--- src/rtl/coin_sense_encoder.sv ---
// Coin chute front end: synchronises and debounces the nickel/dime sensor lines and
// emits one-cycle coin codes or reject pulses, with saturating per-denomination counts.
module coin_sense_encoder #(
  parameter int DEBOUNCE_CYCLES = 4,
  parameter int RELEASE_CYCLES  = 4,
  parameter int CNT_W           = 8
) (
  input  logic             clk,
  input  logic             reset,
  input  logic             nickel_sense,
  input  logic             dime_sense,
  input  logic             inhibit,
  output logic [1:0]       coin,
  output logic             reject,
  output logic             busy,
  output logic [CNT_W-1:0] nickel_count,
  output logic [CNT_W-1:0] dime_count
);

  localparam int DW = $clog2(DEBOUNCE_CYCLES + 1);
  localparam int RW = $clog2(RELEASE_CYCLES + 1);
  localparam logic [DW-1:0]    DEB_LAST = DW'(DEBOUNCE_CYCLES - 1);
  localparam logic [RW-1:0]    REL_LAST = RW'(RELEASE_CYCLES - 1);
  localparam logic [CNT_W-1:0] CNT_MAX  = {CNT_W{1'b1}};

  typedef enum logic [2:0] {
    IDLE,
    QUALIFY,
    EMIT,
    REJECT,
    RELEASE
  } state_t;

  state_t state, next_state;

  logic [1:0]    n_sync, d_sync;
  logic          s_n, s_d;
  logic          den_dime, next_den_dime;
  logic [DW-1:0] deb_cnt, next_deb_cnt;
  logic [RW-1:0] rel_cnt, next_rel_cnt;
  logic          latched_line, other_line;

  // Two-flop synchronisers; only the second stage is ever observed.
  always_ff @(posedge clk) begin
    if (reset) begin
      n_sync <= 2'b00;
      d_sync <= 2'b00;
    end else begin
      n_sync <= {n_sync[0], nickel_sense};
      d_sync <= {d_sync[0], dime_sense};
    end
  end

  assign s_n = n_sync[1];
  assign s_d = d_sync[1];

  assign latched_line = den_dime ? s_d : s_n;
  assign other_line   = den_dime ? s_n : s_d;

  always_ff @(posedge clk) begin
    if (reset) begin
      state    <= IDLE;
      den_dime <= 1'b0;
      deb_cnt  <= '0;
      rel_cnt  <= '0;
    end else begin
      state    <= next_state;
      den_dime <= next_den_dime;
      deb_cnt  <= next_deb_cnt;
      rel_cnt  <= next_rel_cnt;
    end
  end

  always_comb begin
    next_state    = state;
    next_den_dime = den_dime;
    next_deb_cnt  = deb_cnt;
    next_rel_cnt  = rel_cnt;
    unique case (state)
      IDLE: begin
        if (s_n && s_d) begin
          next_state = REJECT;
        end else if (s_n ^ s_d) begin
          next_state    = QUALIFY;
          next_den_dime = s_d;
          next_deb_cnt  = DW'(1);
        end
      end
      QUALIFY: begin
        if (s_n && s_d) begin
          next_state = REJECT;
        end else if (!latched_line && !other_line) begin
          next_state = IDLE;
        end else if (!latched_line) begin
          next_state = REJECT;
        end else if (deb_cnt == DEB_LAST) begin
          // inhibit only matters on this single decision edge
          next_state = inhibit ? REJECT : EMIT;
        end else begin
          next_deb_cnt = deb_cnt + DW'(1);
        end
      end
      EMIT, REJECT: begin
        next_state   = RELEASE;
        next_rel_cnt = '0;
      end
      RELEASE: begin
        // A coin still in the chute keeps us here, so it can never count twice
        if (s_n || s_d) begin
          next_rel_cnt = '0;
        end else if (rel_cnt == REL_LAST) begin
          next_state   = IDLE;
          next_rel_cnt = '0;
        end else begin
          next_rel_cnt = rel_cnt + RW'(1);
        end
      end
      default: next_state = IDLE;
    endcase
  end

  // Registered outputs decoded from the next state, so pulses line up with EMIT/REJECT
  always_ff @(posedge clk) begin
    if (reset) begin
      coin         <= 2'b00;
      reject       <= 1'b0;
      nickel_count <= '0;
      dime_count   <= '0;
    end else begin
      coin   <= (next_state == EMIT) ? (next_den_dime ? 2'b10 : 2'b01) : 2'b00;
      reject <= (next_state == REJECT);
      if (next_state == EMIT) begin
        if (next_den_dime) begin
          if (dime_count != CNT_MAX) dime_count <= dime_count + CNT_W'(1);
        end else begin
          if (nickel_count != CNT_MAX) nickel_count <= nickel_count + CNT_W'(1);
        end
      end
    end
  end

  assign busy = (state != IDLE);

endmodule

--- config.mk ---
export PLATFORM = sky130hd
export DESIGN_NAME = coin_sense_encoder
export DESIGN_NICKNAME = d
export VERILOG_FILES = /design/src/rtl/coin_sense_encoder.sv
export SDC_FILE = /design/constraint.sdc
export NUM_CORES = 1
export LEC_CHECK = 0
export ABC_CLOCK_PERIOD_IN_PS = 4300
export BUFFER_PORTS_ARGS = -buffer_cell sky130_fd_sc_hd__buf_2
export CAP_MARGIN = 0
export CELL_PAD_IN_SITES_DETAIL_PLACEMENT = 1
export CELL_PAD_IN_SITES_GLOBAL_PLACEMENT = 1
export CORE_UTILIZATION = 40
export CTS_CLUSTER_SIZE = 16
export DETAILED_ROUTE_END_ITERATION = 10
export PLACE_DENSITY = 0.78
export SYNTH_ARGS = -nofsm -noshare
export SYNTH_HDL_FRONTEND = slang
export SYNTH_SLANG_ARGS = --single-unit
--- constraint.sdc ---
create_clock -name clk -period 4.3 [get_ports clk]
set_clock_uncertainty 0.15 [all_clocks]
set_input_delay 0.86 -clock clk [delete_from_list [all_inputs] [get_ports clk]]
set_output_delay 0.86 -clock clk [all_outputs]
set_load 0.05 [all_outputs]
Word level (Yosys, flattened, before mapping)
Cells that the tools add are included.
{ "totals": {"ff_bits": 33} }
{ "op_classes": {"n_addsub": 4, "eq_ne": 16, "muxes": 26, "n_bitwise": 3, "reduce_logical": 14} }
{ "ops": {"columns": ["operator", "n"], "rows": [
  ["2-to-1 mux 3 bit", 16],
  ["== test 3 x 2 -> 1 bit (second input constant)", 6],
  ["adder 8 x 1 -> 8 bit (second input constant)", 2],
  ["inequality test 8 bit (second input constant)", 2],
  ["inequality test 2 bit (second input constant)", 6],
  ["one-hot mux 3 bit (2 select lines)", 2],
  ["one-hot mux 3 bit (4 select lines)", 1],
  ["AND reduction 7 bit", 1],
  ["adder 3 x 1 -> 3 bit (second input constant)", 2],
  ["2-to-1 mux 1 bit", 6],
  ["AND reduction 3 bit", 2],
  ["nonzero test 2 bit", 2],
  ["OR reduction 2 bit", 2],
  ["== test 3 x 1 -> 1 bit (second input constant)", 1],
  ["== test 3 bit (second input constant)", 1],
  ["zero test 3 bit", 1],
  ["nonzero test 3 bit", 1],
  ["logical AND 1 bit", 2],
  ["zero test 1 bit", 2],
  ["2-to-1 mux 2 bit", 1],
  ["inverter 1 bit", 2],
  ["logical OR 1 bit", 1],
  ["XOR 1 bit", 1]
]} }

Depth between registers and ports, before layout
Gate-level depths: netlist of run 1.
{ "logic_depth": {"word_depth": 9, "ltp_mapped": 8} }

Worst setup path after synthesis of run 1
Ideal clock, no wire load.
{ "synth_path": {"path_kind": "input to register", "start": "in inhibit", "end": "reg nickel_count[7]", "arrival_time_ns": 2.477, "setup_slack_ns": 1.550, "path_stages": 6, "path_cell_list": "mux2i_1 o221ai_1 or4_4 buf_6 nor4_4 mux2_1"} }
{ "synth_via": {"elab_chain_len": 8} }
{ "synth_lines": {"columns": ["item", "line_no", "rtl"], "rows": [
  ["from (decl)", "12", "input logic inhibit,"],
  ["2-to-1 mux 1 bit", "98", "next_state = inhibit ? REJECT : EMIT;"],
  ["2-to-1 mux 3 bit", "96", "end else if (deb_cnt == DEB_LAST) begin"],
  ["2-to-1 mux 3 bit", "94", "end else if (!latched_line) begin"],
  ["2-to-1 mux 3 bit", "92", "end else if (!latched_line && !other_line) begin"],
  ["2-to-1 mux 3 bit", "90", "if (s_n && s_d) begin"],
  ["one-hot mux 3 bit (4 select lines)", "79", "unique case (state)"],
  ["== test 3 x 2 -> 1 bit", "132", "if (next_state == EMIT) begin"],
  ["AND reduction 3 bit (no line)", null, null],
  ["to (signal assigned)", "136", "if (nickel_count != CNT_MAX) nickel_count <= nickel_count + CNT_W'(1);"],
  ["to (decl)", "16", "output logic [CNT_W-1:0] nickel_count,"]
]} }
No other way between the ends.
A chain may end at the register's enable or synchronous reset.

Worst setup path in the final report of run 1
{ "layout_path": {"start": "reg d_sync[1]", "end": "reg dime_count[1]"} }
{ "layout_via": {"elab_chain_len": 8} }
{ "layout_lines": {"columns": ["item", "line_no", "rtl"], "rows": [
  ["from (decl)", "36", "logic [1:0] n_sync, d_sync;"],
  ["from (signal assigned)", "50", "d_sync <= {d_sync[0], dime_sense};"],
  ["2-to-1 mux 1 bit, on equally long branches", "57, 58", null],
  ["zero test 1 bit, on equally long branches", null, null],
  ["logical AND 1 bit", "92", null],
  ["2-to-1 mux 3 bit", "92", null],
  ["2-to-1 mux 3 bit", "90", null],
  ["one-hot mux 3 bit (4 select lines)", "79", null],
  ["== test 3 x 2 -> 1 bit", "132", null],
  ["AND reduction 3 bit (no line) *", null, null],
  ["to (signal assigned)", "134", "if (dime_count != CNT_MAX) dime_count <= dime_count + CNT_W'(1);"],
  ["to (decl)", "17", "output logic [CNT_W-1:0] dime_count"]
]} }
Every way passes the cells marked *; elsewhere a longest branch is shown, timed or not.

==> results of run 1 <==
## placed cells by master, fill, tap and decap left out, drive strengths merged, types with 5 or more instances in the layout
cell type and n:
inv 6, nand2 8, or3 5, buf 24, nor2 14, o31ai 8, o21ai 10, a21oi 16
clkbuf 5, ha 8, nand3 7, or4 9, nor2b 8, dfxtp 33
## where the power goes
| group | internal (µW) | switching [µW] |
|---|---|---|
| logic | 11.9 | 21.0 |
| registers | 310 | 4.29 |
| clock network | 112 | 117 |
## cells by family (layout without fill, tap and decap cells)
kind of cell	count (synthesis)	after routing	synth area share
simple gates	82	82	0.304
compound gates	42	42	0.154
flops	33	33	0.394
buf+inv	14	38	0.0582
fa+ha+maj	8	8	0.0597
mux	5	5	0.0306
## metrics by stage
step,worst slack [ns],cells,hold slack [ns]
global route,1.19,258,0.316
global placement,1.41,250,0.288
floorplan,1.55,184,0.264
detailed placement,1.29,250,0.281
finish,1.37,258,0.294
CTS,1.36,258,0.299
## layer usage
metal | up-vias | GRT usage
li1 | 729 | -
met1 | 702 | 0.223
met3 | 7 | 0.0668
met4 | 0 | 0.0824
met2 | 26 | 0.360
met5 | - | 0
## worst reg2reg max path, stage by stage, from the launching register on
cell,delay (ns)
dfxtp_1,0.44
inv_1,0.12
ha_1,0.30
or2b_2,0.32
or3_1,0.36
a2111oi_0,0.86
o21ai_0,0.22
## worst max-delay path by stage
stage,from,end,slack [ns]
floorplan,inhibit,nickel_count[7],1.55
global placement,inhibit,nickel_count[7],1.41
detailed placement,inhibit,nickel_count[4],1.29
CTS,d_sync[1],dime_count[0],1.36
global route,d_sync[1],dime_count[0],1.19
finish,d_sync[1],dime_count[1],1.37
## area by class of cell
type                    count  share of cell area
flip-flops and latches     33               0.353
multi-input cells         137               0.491
well taps                  50              0.0334
inverters                   6              0.0120
clock buffers               5              0.0368
repair buffers             24              0.0642
clock inverters             3             0.00936
## flip-flops by register name, summed over array words and instances (netlist names)
name,cells
reject,1
den_dime,1
dime_count,8
deb_cnt,3
n_sync,2
nickel_count,8
rel_cnt,3
d_sync,2
coin,2
state,3
==> results.md, run 1 <==
* Outcome: finished, final reports clean
* Slew Limit Headroom at 0.337
* FF-to-FF setup slack at 1.37 ns
* Final hold vios at 0
* Final Instance Area at 1870 µm²
* Worst Path Arrival at 2.91 ns
* Core area at 4000 µm²
* Worst-path clk slew at 0.07 ns
* Area leader, netlist: dfxtp_1
* Leakage power at 0.000710 µW
* Min Clock Period, post-route at 2.93 ns
* DR vias at 1464
* Distinct cells, synth at 44
* Synth top area share at 0.394
* Fmax at 0.341 GHz
* Top post-synthesis cells by area: dfxtp_1 39%, ha_1 6.0%, a21oi_1 4.8%
* Ports at 25
* DRC Markers at 0
* Initial DRC Count at 65
* Routed length on met1 at 1.70 mm
* Row count at 23
* Largest net degree at the start of global routing at 36
* All-layer global routing usage at 0.204
* Design Power at 575 µW
* Routed met2 length at 1.99 mm
* GP Congestion at 0.787
* CP max stage delay at 0.86 ns
* Setup violations, final at 0
* Worst setup path class: register to register
* Max-Cap Viols at 0
* Buf/Inv on CP at 1
* CTS max path bufs at 2
* Most instantiated cells after synthesis: 33 x dfxtp_1, 16 x a21oi_1, 14 x nor2_1
* Clk sinks at 33
* Root Driver: clkbuf_8
* Final worst path period share at 0.681
* Drt wl/cell at 15.1 µm
* Critical-path maximum fanout at 7
* Synthesized flop and latch total at 33
* WL final at 3.90 mm
* Hold_buf cts at 0
* Synth warn at 0
* Post-DR vias/cell at 5.67
* Sequential share of the synthesized area at 0.394
* Tightest Pin Transition at 0.969 ns
* R2R Path End: dime_count[1]
* Synthesized area at 1680 µm²
* Fill cells at 493
* Nets at 220
* Crit. End Element: register
* Pwr per Cell Area at 307 nW/µm²
* Crit start category: register
* Worst R2R Path Depth at 6
* Initial Util at 0.419
* Worst hold path endpoint: d_sync[1]
* Hold WC Path Type: register to register
* Count of input and output buffers at 24
* Multi-input logic area at 920 µm²
* Post-CTS Setup Bufs at 0
* Congestion Overflow GR at 0
* Antenna diodes at 0
* Worst vdd ir at 0.124 mV
* Ratio of cells with drive above 1 in the final layout at 0.197
* Post-DP HPWL at 2.81 mm
* Post-Place Cell Area at 1790 µm²
* Delay-heaviest family, CP: compound AO/OA/AOI/OAI gates
* RSZ-0062 raised after global routing: no
* Cts bufs inserted at 5
* Clock Latency Late Sink at 0.29 ns
* Drt pass-1 iters at 4
* Register area at 661 µm²
* Die width at 66.8 µm
* Top-count cell post-synth: dfxtp_1
* Area grow syn2layout at 11.6%
* Hold Crit Depth at 1
* Setup TNS at 0 ns
* Top Layer Used: met4
* Synth Instances at 184
* First-pass GRT wire length at 6.71 mm
* Syn_nets at 197
* Top FF cell, synth: dfxtp_1
* Die ar. at 4460 µm²
* Post-synth ARST share at 0
* Reg-to-reg critical path startpoint: d_sync[1]
* Post-layout util at 0.468
* TritonCTS clock tree: yes
* Post-route ant nets at 0
* Slowest cell on the critical path: a2111oi_0
* PostCTS Resize Cnt at 0
* H-tree Lvls at 2
* Die Span Y at 66.8 µm
* Final Slew Violations at 0
* Met3 WL at 146 µm
* Initial antenna violation count at 0
* Levels on crit path at 6
* Worst EP required at 4.28 ns
* Cells along the critical path: inv_1 -> ha_1 -> or2b_2 -> or3_1 -> a2111oi_0 -> o21ai_0
* Syn Area/Cell at 9.12 µm²
* Number of synthesized flops with an enable pin at 0
* Hold_sp: d_sync[0]
* Vias in the first global route at 1507
No activity file was read; power rests on OpenSTA's default activity.
==> inputs of run 2 (changes only) <==
ABC_CLOCK_PERIOD_IN_PS = 2600   (was 4300)
CORE_UTILIZATION = 38   (was 40)
clock period = 2.6 ns   (was 4.3 ns; I/O delays follow)
==> results.md, run 2 (synthesis results as in run 1) <==
* Multi-input logic area at 1040 µm² (+13%)
* Core area at 4120 µm² (+2.9%)
* Worst vdd ir at 0.275 mV (+120%)
* WL final at 4.42 mm (+13%)
* Min Clock Period, post-route at 2.59 ns (-0.344 ns)
* CTS max path bufs at 2 (unchanged)
* Worst R2R Path Depth at 8 (+2)
* Initial Util at 0.408 (-0.0117)
* Register area at 668 µm² (+1.1%)
* Worst setup path class: register to register
* Final std cells w/o fill at 284 (+10%)
* Design Power at 991 µW (+72%)
* Post-Place Cell Area at 1960 µm² (+9.6%)
* Commonest non-fill, non-tap cell in the layout: dfxtp_1
* Die width at 68.5 µm (+2.5%)
* Hold_buf cts at 0 (unchanged)
* Clk sinks at 33 (unchanged)
* GP Congestion at 0.847 (+7.6%)
* Fill cells at 491 (-0.41%)
* Placed instance count at 271 (+8.4%)
* Worst-path clk slew at 0.07 ns (about the same)
* Ratio of cells with drive above 1 in the final layout at 0.389 (+0.192)
* Post-DP HPWL at 3.01 mm (+6.8%)
* Hold Crit Depth at 1 (unchanged)
* R2R Path End: dime_count[3]
* Clock Latency Late Sink at 0.28 ns (about the same)
* Post-DR vias/cell at 5.53 (-2.6%)
* Final Slew Violations at 0 (unchanged)
* Biggest regs: dime_count x8, nickel_count x8
* Antenna diodes at 0 (unchanged)
* Vias in the first global route at 1632 (+8.3%)
* Reg-to-reg critical path startpoint: d_sync[1]
* Area grow syn2layout at 31.1%
* Critical-path maximum fanout at 5 (-2)
* Hold WC Path Type: register to register
* Final hold vios at 0 (unchanged)
* Hold WS at 0.289 ns (-0.00485 ns)
* Post-route ant nets at 0 (unchanged)
* Leakage power at 0.000861 µW (+21%)
* Slew Limit Headroom at 0.603 (+0.265)
* Largest net degree at the start of global routing at 24 (-33%)
* Nets at 247 (+12%)
* Drt wl/cell at 15.6 µm (+2.8%)
* Tightest Pin Transition at 0.590 ns (-0.379 ns)
* All-layer global routing usage at 0.205 (+0.000271)
* Die Span Y at 68.5 µm (+2.5%)
* Root Driver: clkbuf_8
* Crit. End Element: register
* Final critical-path setup slack at 0.0144 ns (-1.36 ns)
* Hold_sp: n_sync[0]
* First-pass GRT wire length at 7.08 mm (+5.5%)
* Commonest non-fill, non-tap cells in the layout: 29 x dfxtp_1, 25 x buf_4, 24 x buf_2, 14 x nor2_1, 11 x a21oi_1
* DRC Markers at 0 (unchanged)
* Worst Path Arrival at 2.65 ns (-0.26 ns)
* Drt pass-1 iters at 3 (-1)
* DR vias at 1570 (+7.2%)
* Fmax at 0.387 GHz (+13%)
* Initial antenna violation count at 0 (unchanged)
* Worst EP required at 2.67 ns (-1.61 ns)
* Initial DRC Count at 48 (-26%)
* Crit start category: register
* Pwr per Cell Area at 451 nW/µm² (+47%)
* Row count at 23 (unchanged)
* Outcome: finished, final reports clean
* Die ar. at 4690 µm² (+5.1%)
* FF-to-FF setup slack at 0.01 ns (-1.36 ns)
* H-tree Lvls at 2 (unchanged)
* TritonCTS clock tree: yes
* Setup violations, final at 0 (unchanged)
* Max-Cap Viols at 0 (unchanged)
* Congestion Overflow GR at 0 (unchanged)
* Setup WS pre-CTS at -0.0973 ns (-1.38 ns)
* Worst hold path endpoint: n_sync[1]
* Count of input and output buffers at 24 (unchanged)
* Final worst path period share at 0.994 (+0.313)
* RSZ-0062 raised after global routing: yes
* Ports at 25 (unchanged)
* Cts bufs inserted at 5 (unchanged)
* Final Instance Area at 2200 µm² (+18%)
==> run 2: cell types whose count changed in the layout (fill, tap and decap cells not counted), moves of 4 or more <==
cell / change
dfxtp_1: -4
buf_4: +25
a21oi_2: +5
a21oi_1: -5
or4_4: +4
or4_1: -4
==> run 2: cell type report <==
| cell class | instances | area share |
|---|---|---|
| Sequential cell | 33 | 0.304 |
| Multi-Input combinational cell | 138 | 0.472 |
| Tap cell | 50 | 0.0284 |
| Inverter | 6 | 0.0114 |
| Clock buffer | 7 | 0.0392 |
| Timing Repair Buffer | 50 | 0.145 |
==> run 2: stage by stage <==
stage | TNS (ns) | utilization
global route | -0.271 | 0.535
floorplan | -0.129 | -
global placement | -0.159 | 0.476
CTS | 0 | 0.509
detailed placement | -0.746 | 0.476
finish | 0 | 0.535
==> run 2: how the worst max path moves through the flow <==
stage | startpoint | to | slack (ns) | cells after the start
2_1_floorplan | state[0] | nickel_count[7] | -0.05 | 6
3_3_place_gp | state[1] | nickel_count[4] | -0.04 | 5
3_5_place_dp | state[1] | nickel_count[5] | -0.1 | 5
4_1_cts | d_sync[1] | dime_count[4] | 0.008 | 7
5_1_grt | d_sync[1] | dime_count[6] | -0.06 | 7
6_report | d_sync[1] | dime_count[3] | 0.01 | 8
==> run 2: worst max-delay path, stage by stage (launching register included) <==
cell and delay (ns):
dfxtp_4 0.38, inv_4 0.05, ha_4 0.25, or2b_4 0.28
or3_4 0.42, a211o_4 0.37, buf_4 0.15, or3_1 0.36
a21oi_2 0.12
==> run 2: routing by layer <==
metal / up-vias / routed length, µm / part of all wire / track usage
met5: - / 0 / 0 / 0
met1: 757 / 2070 / 0.47 / 0.242
met4: 0 / 58 / 0.013 / 0.0703
met2: 21 / 2170 / 0.49 / 0.360
met3: 8 / 121 / 0.027 / 0.0450
li1: 784 / - / - / -
==> run 2: report_power, final <==
part / internal, µW / switching [µW]
clock network: 210 / 177
registers: 512 / 4.38
logic: 40.6 / 47.6
total: 762 / 229
==> run 2: timing repair <==
action / CTS / global route
endpoints found under the setup margin: 10 / 11
pin swaps: 13 / 12
gates resized for setup: 5 / 22
gates cloned: 1 / 0
buffers inserted: 2 / 3
